[config.mk]
export PLATFORM = sky130hd
export DESIGN_NAME = imsic_intp_files
export DESIGN_NICKNAME = d
export VERILOG_FILES = /design/src/rtl/imsic_intp_files.sv
export SDC_FILE = /design/constraint.sdc
export NUM_CORES = 1
export LEC_CHECK = 0
export BUFFER_PORTS_ARGS = -buffer_cell sky130_fd_sc_hd__buf_2
export CAP_MARGIN = 20
export CORE_UTILIZATION = 30
export DETAILED_ROUTE_END_ITERATION = 8
export SLEW_MARGIN = 40
export SYNTH_ARGS = -nofsm -noshare
export SYNTH_HDL_FRONTEND = slang
export SYNTH_SLANG_ARGS = --single-unit
[constraint.sdc]
create_clock -name clk_i -period 2.8 [get_ports clk_i]
set_input_delay 0.56 -clock clk_i [delete_from_list [all_inputs] [get_ports clk_i]]
set_output_delay 0.56 -clock clk_i [all_outputs]
set_load 0.05 [all_outputs]
[src/rtl/imsic_intp_files.sv]
// Bank of IMSIC interrupt files (M, S, VS...): MSI-set pending bits, per-file
// enable/threshold/delivery, registered lowest-eligible top identity and irq.
module imsic_intp_files #(
  parameter  int NrIntpFiles = 3,
  parameter  int NrSources   = 32,
  localparam int IdW         = $clog2(NrSources),
  localparam int FileW       = (NrIntpFiles > 1) ? $clog2(NrIntpFiles) : 1
) (
  input  logic                         clk_i,
  input  logic                         rst_ni,
  // MSI handshake: a write is accepted on any rising edge where msi_valid_i
  // and msi_ready_o are both high; ready is high whenever out of reset.
  input  logic                         msi_valid_i,
  output logic                         msi_ready_o,
  input  logic [FileW-1:0]             msi_file_i,
  input  logic [IdW-1:0]               msi_id_i,
  input  logic                         en_we_i,
  input  logic [FileW-1:0]             en_file_i,
  input  logic [IdW-1:0]               en_id_i,
  input  logic                         en_val_i,
  input  logic                         thr_we_i,
  input  logic [FileW-1:0]             thr_file_i,
  input  logic [IdW-1:0]               thr_i,
  input  logic                         dlv_we_i,
  input  logic [FileW-1:0]             dlv_file_i,
  input  logic                         dlv_i,
  input  logic                         claim_i,
  input  logic [FileW-1:0]             claim_file_i,
  output logic [NrIntpFiles*IdW-1:0]   topei_o,
  output logic [NrIntpFiles-1:0]       irq_o
);

  logic [NrIntpFiles-1:0][NrSources-1:0] pending_q, pending_d;
  logic [NrIntpFiles-1:0][NrSources-1:0] enable_q, enable_d;
  logic [NrIntpFiles-1:0][IdW-1:0]       thr_q, thr_d;
  logic [NrIntpFiles-1:0]                dlv_q, dlv_d;
  logic [NrIntpFiles-1:0][IdW-1:0]       top_q, top_d;
  logic [NrIntpFiles-1:0]                irq_q, irq_d;

  assign msi_ready_o = rst_ni;

  always_comb begin
    pending_d = pending_q;
    enable_d  = enable_q;
    thr_d     = thr_q;
    dlv_d     = dlv_q;
    for (int f = 0; f < NrIntpFiles; f++) begin
      // Claim first, MSI second, so a same-cycle MSI to the claimed id survives.
      if (claim_i && int'(claim_file_i) == f && top_q[f] != '0)
        pending_d[f][top_q[f]] = 1'b0;
      if (msi_valid_i && int'(msi_file_i) == f && msi_id_i != '0)
        pending_d[f][msi_id_i] = 1'b1;
      if (en_we_i && int'(en_file_i) == f && en_id_i != '0)
        enable_d[f][en_id_i] = en_val_i;
      if (thr_we_i && int'(thr_file_i) == f)
        thr_d[f] = thr_i;
      if (dlv_we_i && int'(dlv_file_i) == f)
        dlv_d[f] = dlv_i;
      pending_d[f][0] = 1'b0;
      enable_d[f][0]  = 1'b0;
    end
  end

  // Top identity is taken from the current state so it trails a change by one edge.
  always_comb begin
    top_d = '0;
    irq_d = '0;
    for (int f = 0; f < NrIntpFiles; f++) begin
      for (int i = NrSources - 1; i >= 1; i--) begin
        if (pending_q[f][i] && enable_q[f][i] &&
            (thr_q[f] == '0 || i < int'(thr_q[f])))
          top_d[f] = IdW'(i);
      end
      irq_d[f] = dlv_q[f] & (top_d[f] != '0);
    end
  end

  always_ff @(posedge clk_i or negedge rst_ni) begin
    if (!rst_ni) begin
      pending_q <= '0;
      enable_q  <= '0;
      thr_q     <= '0;
      dlv_q     <= '0;
      top_q     <= '0;
      irq_q     <= '0;
    end else begin
      pending_q <= pending_d;
      enable_q  <= enable_d;
      thr_q     <= thr_d;
      dlv_q     <= dlv_d;
      top_q     <= top_d;
      irq_q     <= irq_d;
    end
  end

  assign topei_o = top_q;
  assign irq_o   = irq_q;

endmodule

After elaboration in Yosys (flattened, before gate mapping). Cells that the tools add are included.

Logic and storage cells: 571. Bits in registers: 222.

Bitwise operators: 12. Eq/ne operators: 10. Magnitude comparators: 100. Reduce and logical (&&, ||, !) cells: 321. Muxes and demuxes: 112.

Operator list (count): two-way mux 5 bit (93); less-than comparator 5 bit, first input constant (45); logical AND 1 bit (215); two-way mux 32 bit (6); less-than comparator 4 x 5 -> 1 bit, first input constant (24); AND 32 bit (3); bitwise mux 32 bit (3); inverter 32 bit (3); OR 32 bit (3); logical OR 1 bit (90); less-than comparator 3 x 5 -> 1 bit, first input constant (12); nonzero test 5 bit (8); less-than comparator 2 x 5 -> 1 bit, first input constant (6); less-than comparator 5 x 6 -> 1 bit, second input constant (5); demux 1 bit (select 5 bit) (5); greater-or-equal comparator 5 x 1 -> 1 bit, second input constant (5); == test 2 bit, second input constant (10); logical NOT 5 bit (3); less-than comparator 1 x 5 -> 1 bit, first input constant (3); logical NOT 2 bit (5); two-way mux 1 bit (5); AND 1 bit (3).

Depth between registers and ports, before layout.
Depth in word-level cells: 35. Depth in mapped cells: 11. Gate-level depth less buffers: 8.

Least setup slack after synthesis. OpenSTA, ideal clock, no wires.

Kind: register to register. From: reg thr_q[1] in the netlist's numbering. To: reg irq_q[0], in the netlist irq_o[0]. Path slack: 0.219 ns. Arrival: 2.452 ns. Buffers on the path: 2. Clock period less this slack: 2.581 ns. Required time: 2.671 ns. Stages on the path, launching flop included: 11. Path through: dfrtp_1 buf_6 or4_4 buf_6 o32ai_4 a31oi_2 a31oi_1 o211a_1 o2111ai_1 and3_4 o41a_1.

RTL lines: from (decl) (line 35) `logic [NrIntpFiles-1:0][IdW-1:0] thr_q, thr_d;`; from (signal assigned) (line 89) `thr_q <= thr_d;`; to (signal assigned) (line 92) `irq_q <= irq_d;`; to (decl) (line 38) `logic [NrIntpFiles-1:0] irq_q, irq_d;`.

==> results.cfg <==
[outcome]
status = finished, final reports clean

[power]
finalPower_uw = 9710
p_leak_uw = 0.00611
peakVddDrop_mv = 0.446
p_per_area_mw_per_mm2 = 671

[sta]
hold_viol = 0
setup_tns_ns = 0
layout_setup_ws_ns = 0.114
setup_violations = 0
slew_headroom = 0.515
worst_pin_slew_ns = 0.727
fmax_mhz = 372
fin_skew_ns = 0.0208
fin_crit_sh = 0.959
slew_violations = 0
fin_crit_ns = 2.69

[floorplan]
die_y_um = 205
fp.dieArea_mm2 = 0.0422
die_x_um = 205
start_util = 0.304
rows = 74
core_mm2 = 0.0408
io_pins = 53

[clock_network]
cts_made_buffers = 26
htree_levels = 1
clock_latency_ns = 0.56
cts_setup_buffers = 0
cts_buffer_depth = 3
clock_sinks = 222
path_clk_slew_ns = 0.06
cts_tree = done
hold_buffers = 0
cts-root-buf = clkbuf_16
postCtsResizedCells = 0

[synthesis]
synth_mux_area_frac = 0.101
syn-cell-area_mm2 = 0.0124
yosysWarningCount = 0
synthSimpleGateAreaFrac = 0.218
synth_most_common_cell = nand2_1
syn_nets = 1445
ys_async_sr_fraction = 1.00
synth_edf_count = 0
avgSynthCellArea_um2 = 8.79
synth_area_leader_cell = dfrtp_1
synth_compound_area_frac = 0.201
synthFlopType = dfrtp_1
synth_cell_type_count = 74
synth.top_cell.area_share = 0.448
synth_fa_ha_area_frac = 0.000807
synth_cells = 1411
yosysSeqAreaShare = 0.448
synthTopCellsByArea = dfrtp_1, mux2_2, o21ai_0, nand2_1, nor2_1
yosys.area_share.xor_xnor = 0.000706
synth_top_family_by_area = simple AND/OR/NAND/NOR gates
synth_seq_cells = 222
synth_common_cells = nand2_1, o21ai_0, dfrtp_1

[place]
port_buffers = 52
place_area_mm2 = 0.0135
place.detailed.hpwl_mm = 35.0
post-place-cells = 1976
place_ws_ns = 0.0994
place_congestion = 0.956

[flow_run]
maxCapViolations = 0

[drt]
route.vias.total = 11441
post_drt_wl_per_cell_um = 23.1
dr.pass1.iters = 6
via_per_inst = 5.64
drtIter0Drc = 1229
antenna_left = 0
wl_mm = 46.9
route.detailed.drc = 0

[worst_hold_path]
hold_path_class = input pin to async pin

[setup_path]
cp_max_fo = 12
crit-reg2reg-launch = thr_q[10]
worstPathRequired_ns = 3.23
reg2regPathDepth = 9
cp-start-kind = flip-flop
crit_type = flip-flop to flip-flop
end_kind = flip-flop
crit_start = thr_q[10]
worstSetupEndpoint = irq_o[2]
crit_arrival_ns = 3.11
r2r_slack_ns = 0.11
r2r-end = irq_o[2]

[grt]
grt_overflow = 0
grt_pass1_wl_mm = 69.2
grt_max_degree = 114
track_usage = 0.221
grt_pass1_vias = 10766
grt_antenna_before_repair = 5

[layout]
area_delta_synth_final_pct = 16.5
final_cell_area_mm2 = 0.0145
finalNonFillerCells = 2027
drive_above_1_share = 0.202
nets = 1506
layout make-up:
type | count | area, um2
tap | 532 | 666
fill | 4211 | 26400
sequential | 222 | 5560
multi-input combinational | 1099 | 6510
inverter | 15 | 56.3
clock inverter | 14 | 178
clock buffer | 34 | 761
timing repair buffer | 108 | 719
antenna | 3 | 7.51
how the worst min path moves through the flow:
| stage | from | slack, ns | endpoint | depth (start not counted) |
|---|---|---|---|---|
| 2_1_floorplan | rst_ni | 0.26 | dlv_q[0] | 0 |
| 3_3_place_gp | pending_q[50] | 0.48 | pending_q[50] | 2 |
| 3_5_place_dp | enable_q[50] | 0.49 | enable_q[50] | 1 |
| 4_1_cts | rst_ni | 0.1 | topei_o[2] | 2 |
| 5_1_grt | rst_ni | 0.09 | topei_o[2] | 2 |
| 6_report | rst_ni | 0.04 | irq_o[0] | 2 |
critical path, cell delays in order, from the launching register on:
cell,delay (ns)
dfrtp_1,0.37
buf_4,0.18
or2_4,0.25
and3_1,0.17
o311a_1,0.33
or3_1,0.43
a311oi_2,0.24
o31a_1,0.17
nor3_1,0.05
o41a_1,0.37
placed cells by master (no fill, tap or decap), drive strengths merged, types with 4 or more instances in the layout:
cell,n
nand2,230
o21ai,226
dfrtp,222
nor2,113
mux2,110
buf,108
a21oi,66
nand3,38
clkbuf,34
nor3,27
nand3b,24
nand2b,22
a31oi,22
and2,16
o211ai,16
inv,16
nor2b,15
or3,14
nor3b,14
o22ai,12
a211oi,12
a22oi,9
and3,9
or2,9
clkinv,9
or3b,7
nor4,7
nand4,6
a21boi,6
o31ai,5
a21o,5
o211a,4
and3b,4
or4,4
layer usage:
metal,track usage,share of wire
met1,0.308,0.44
met2,0.344,0.45
met3,0.0307,0.076
met4,0.0921,0.043
met5,0,0
where the power goes:
group / internal [uW] / switching (uW)
clock: 2200 / 1470
combinational: 718 / 1310
sequential: 3600 / 402
total: 6520 / 3190
logic make-up after synthesis:
logic type | Yosys count
and+or+nand+nor | 565
AOI/OAI and AO/OA | 420
DFF | 222
muxes | 112
buffers and inverters | 90
xor gates and xnor gates | 1
adders and majority gates | 1
through the flow:
step | hold WS, ns | utilization
2_1_floorplan | 0.264 | -
3_3_place_gp | 0.482 | 0.330
3_5_place_dp | 0.489 | 0.330
4_1_cts | 0.0985 | 0.353
5_1_grt | 0.0946 | 0.354
6_report | 0.0365 | 0.354
sequential cells by signal (all words and copies together) (netlist names):
register,count
enable_q,93
thr_q,15
topei_o,15
irq_o,3
pending_q,93
dlv_q,3
(Power assumes the default switching activity.)
